<file path="config.mk">
export PLATFORM = sky130hd
export DESIGN_NAME = count_bits_seq
export DESIGN_NICKNAME = d
export VERILOG_FILES = /design/src/rtl/count_bits_seq.sv
export SDC_FILE = /design/constraint.sdc
export NUM_CORES = 1
export LEC_CHECK = 0
export CORE_MARGIN = 5
export CORE_UTILIZATION = 52
export DETAILED_ROUTE_END_ITERATION = 6
export GPL_TIMING_DRIVEN = 0
export PLACE_DENSITY = 0.81
export SLEW_MARGIN = 10
export SYNTH_ARGS = -nofsm -noshare
export SYNTH_HDL_FRONTEND = slang
export SYNTH_SLANG_ARGS = --single-unit
</file>
<file path="constraint.sdc">
create_clock -name clk -period 2.6 [get_ports clk]
set_clock_uncertainty 0.1 [all_clocks]
set_input_delay 0.52 -clock clk [delete_from_list [all_inputs] [get_ports clk]]
set_output_delay 0.52 -clock clk [all_outputs]
set_load 0.1 [all_outputs]
</file>
<file path="src/rtl/count_bits_seq.sv">
// count_bits_seq: sequential zero/one counter, BPC bits per clock; COUNT_LZ_EN adds a leading-zero count output.
module count_bits_seq #(
  parameter int DATA_W = 8,
  parameter int BPC    = 1,
  localparam int CW    = $clog2(DATA_W + 1)
) (
  input  logic              clk,
  input  logic              rst,
  input  logic              in_valid,
  output logic              in_ready,
  input  logic [DATA_W-1:0] in_data,
  input  logic              in_mode,
  output logic              out_valid,
  input  logic              out_ready,
`ifdef COUNT_LZ_EN
  output logic [CW-1:0]     out_lz,
`endif
  output logic [CW-1:0]     out_count
);
  typedef enum logic [1:0] {IDLE, SCAN, DONE} state_t;
  state_t            state_q, state_d;
  logic [DATA_W-1:0] data_q, data_d;
  logic              mode_q, mode_d;
  logic [CW-1:0]     cnt_q, cnt_d, idx_q, idx_d;
`ifdef COUNT_LZ_EN
  logic [CW-1:0]     lz_q, lz_d;
`endif
  always_comb begin
    state_d = state_q;
    data_d  = data_q;
    mode_d  = mode_q;
    cnt_d   = cnt_q;
    idx_d   = idx_q;
`ifdef COUNT_LZ_EN
    lz_d    = lz_q;
`endif
    unique case (state_q)
      IDLE: if (in_valid) begin
        data_d  = in_data;
        mode_d  = in_mode;
        cnt_d   = '0;
        idx_d   = '0;
`ifdef COUNT_LZ_EN
        lz_d    = CW'(DATA_W);
`endif
        state_d = SCAN;
      end
      SCAN: begin
        // data_q shifts right so the current chunk always sits at bit 0; idx_q tracks its true position
        data_d = data_q >> BPC;
        idx_d  = idx_q + CW'(BPC);
        for (int b = 0; b < BPC; b++) begin
          if (data_q[b] == mode_q) cnt_d = cnt_d + 1'b1;
`ifdef COUNT_LZ_EN
          if (data_q[b]) lz_d = CW'(DATA_W - 1 - b) - idx_q;
`endif
        end
        state_d = (idx_d == CW'(DATA_W)) ? DONE : SCAN;
      end
      DONE: state_d = out_ready ? IDLE : DONE;
      default: state_d = IDLE;
    endcase
  end
  always_ff @(posedge clk) begin
    if (rst) begin
      state_q <= IDLE;
      data_q  <= '0;
      mode_q  <= 1'b0;
      cnt_q   <= '0;
      idx_q   <= '0;
`ifdef COUNT_LZ_EN
      lz_q    <= '0;
`endif
    end else begin
      state_q <= state_d;
      data_q  <= data_d;
      mode_q  <= mode_d;
      cnt_q   <= cnt_d;
      idx_q   <= idx_d;
`ifdef COUNT_LZ_EN
      lz_q    <= lz_d;
`endif
    end
  end
  assign in_ready  = state_q == IDLE;
  assign out_valid = state_q == DONE;
  assign out_count = out_valid ? cnt_q : '0;
`ifdef COUNT_LZ_EN
  assign out_lz    = out_valid ? lz_q : '0;
`endif
endmodule

</file>
==> impl_metrics.yaml <==
run_status:
  status: "finished clean"
die:
  start_util_pct: 53.33
  die_x_um: 51.62
  die_h_um: 51.62
  io_pins: 19
  num_rows: 15
  dieArea_um2: 2665
  design.core.area_um2: 1689
logic_synthesis:
  synth_top_family_by_area: "simple AND/OR/NAND/NOR gates"
  synth_flop_cell: "dfxtp_1"
  synth_mux_area_share_pct: 10.00
  ys_top_cells_by_area: "dfxtp_1 (42%), mux2i_1 (10%), nor2_1 (8.8%)"
  netlist_instances: 101
  synth_top_area_share_pct: 42.22
  yosysWarnings: 0
  async_flop_share_pct: 0
  post_synth_num_cell_types: 29
  yosys.area_share.adder_pct: 2.778
  synthesis.nets: 116
  synth-edff-count: 0
  synth_compound_area_share_pct: 16.25
  yosys_register_bits: 19
  synth_top_cell_by_area: "dfxtp_1"
  synth_seq_area_share_pct: 42.22
  yosys.area_share.simple_pct: 23.75
  syn_area_per_cell_um2: 8.919
  syn_area_um2: 900.9
  synth_xor_area_share_pct: 1.944
final_layout:
  utilization_pct: 66.96
  final_cell_mix: "nor2_1 (21), dfxtp_1 (19), clkdlybuf4s50_1 (11)"
  fin_nets: 138
  final_common_cell: "nor2_1"
  finalNonFillerCells: 139
  syn_to_final_growth_pct: 25.56
  post_route_cells_drive_above_1_share_pct: 10.66
  num_antenna_cells: 0
hold_path:
  hold_path_depth: 2
  hold_class: "flip-flop to flip-flop"
routing:
  wl_per_cell_um: 12.64
  first_pass_iters: 5
  drt-initial-drc-count: 11
  drc: 0
  routed_via_density: 5.626
  totalWireLength_mm: 1.757
  routed-via-count: 782
  antenna_left: 0
clocking:
  cts_root_buf: "clkbuf_4"
  cts_max_path_buffers: 2
  h-tree-depth: 1
  cts_sinks: 19
  postCtsSetupBuffers: 0
  path_clk_slew_ns: 0.12
  ctsHoldBuffers: 0
  cts_tree: "done"
  clk-insertion-delay-late_ns: 0.30
  cts_resized: 14
  numCtsBuffers: 3
setup_path:
  path_class: "flip-flop to output pin"
  worstPathArrival_ns: 1.89
  crit_path_start_kind: "flip-flop"
  worstRegToRegCells: 5
  end_kind: "output pin"
  crit_path_max_incr_delay_ns: 0.84
  worstPathRequired_ns: 1.98
  path_cells: "nor2b_4 -> clkdlybuf4s15_1"
  critPathMaxFanout: 8
  critical-path-slowest-cell: "clkdlybuf4s15_1"
global_routing:
  grt_pass1_wl_mm: 2.994
  grt_util_all_layers_pct: 14.73
  antenna_found_initial: 0
  gr-total-overflow: 0
  grt_pass1_vias: 691
  grt_max_degree: 12
timing:
  hold_violations: 0
  maxSlewViolCount: 0
  max_freq_mhz: 397.8
  rsz0062_at_grt: "no"
  min_period_ns: 2.514
  timing.final.ws_setup_ns: 0.08627
  tightestPinTransition_ns: 0.9539
  setup_tns_ns: 0
  hold_ws_ns: 0.3881
  period_share_pct: 96.68
  setup_viol: 0
  slew_headroom_pct: 36.66
power:
  p_sw_share_pct: 27.34
  pwr-share-clk_pct: 26.5
  p_per_area_nw_per_um2: 497.8
  p_comb_share_pct: 16.5
  intPower_uw: 409.1
  power_frac_seq_pct: 57.0
  peakVddDrop_uv: 311.1
  p_leak_nw: 0.4604
  switching_power_uw: 153.9
placement:
  dp_cells: 135
  dp_slack_ns: -0.01323
  place.gp.congestion: 0.8112
  portBuffers: 17
  dp_hpwl_mm: 1.316
run:
  max_cap_viol_count: 0
==> routing by layer <==
| layer | global-route usage, % | vias up | routed length (µm) | share of wire (%) |
|---|---|---|---|---|
| li1 | - | 399 | - | - |
| met1 | 17.38 | 360 | 824 | 47 |
| met2 | 25.00 | 21 | 821 | 47 |
| met3 | 3.725 | 2 | 96 | 5.5 |
| met4 | 6.550 | 0 | 14 | 0.80 |
| met5 | 0 | - | 0 | 0 |
==> power groups by stage <==
stage	sequential [mW]	clock (mW)	combinational, mW
floorplan	0.324	0	0.0643
global placement	0.327	0	0.0919
detailed placement	0.328	0	0.0942
CTS	0.321	0.154	0.0937
global route	0.324	0.169	0.103
finish	0.321	0.149	0.0929
==> path summary, 6_finish.rpt <==
check                                 from   endpoint  slack [ns]
worst max-delay path            state_q[1]  out_valid        0.09
worst min-delay path              cnt_q[3]   cnt_q[3]        0.39
worst max register to register  state_q[0]  data_q[6]        0.91
worst min register to register    cnt_q[3]   cnt_q[3]        0.39
==> state kept, by name (all words and copies together), names as in the netlist <==
signal   count
state_q      2
cnt_q        4
mode_q       1
idx_q        4
data_q       8
==> logic make-up (layout without fill, tap and decap cells) <==
family	Yosys count	in the layout
XOR/XNOR	2	2
AND/OR/NAND/NOR	41	41
multiplexers	9	9
buffers and inverters	6	27
flip-flops	19	19
AO/OA/AOI/OAI	22	22
adder cells (fa/ha/maj)	2	2
==> cell usage after synthesis, drive strengths merged, types with 3 or more instances <==
library cell / n
a211oi: 7
nor2: 21
dfxtp: 19
o21ai: 4
clkbuf: 3
a21oi: 5
mux2i: 9
and2: 4
nand2: 3
==> worst max-delay path: cells and delay by family (launching register included) <==
family / cells / cell delay [ns]
AND/OR/NAND/NOR: 1 / 0.25
flip-flops: 1 / 0.52
buffers and inverters: 1 / 0.84
==> layout make-up <==
cell class	instances	area, µm²
Clock inverter	1	5.005
Inverter	1	3.754
Clock buffer	3	22.52
Multi-Input combinational cell	76	500.5
Buffer	5	23.77
Tap cell	17	21.27
Sequential cell	19	380.4
Fill cell	164	558.0
Timing Repair Buffer	17	173.9
==> per-stage QoR <==
stage | cell area (µm²) | power, mW
5_1_grt | 1131 | 0.5958
2_1_floorplan | 908.4 | 0.3887
4_1_cts | 1130 | 0.5689
6_report | 1131 | 0.5630
3_5_place_dp | 1100 | 0.4219
3_3_place_gp | 1100 | 0.4185
Note: power is estimated with default switching activity, not from simulation.
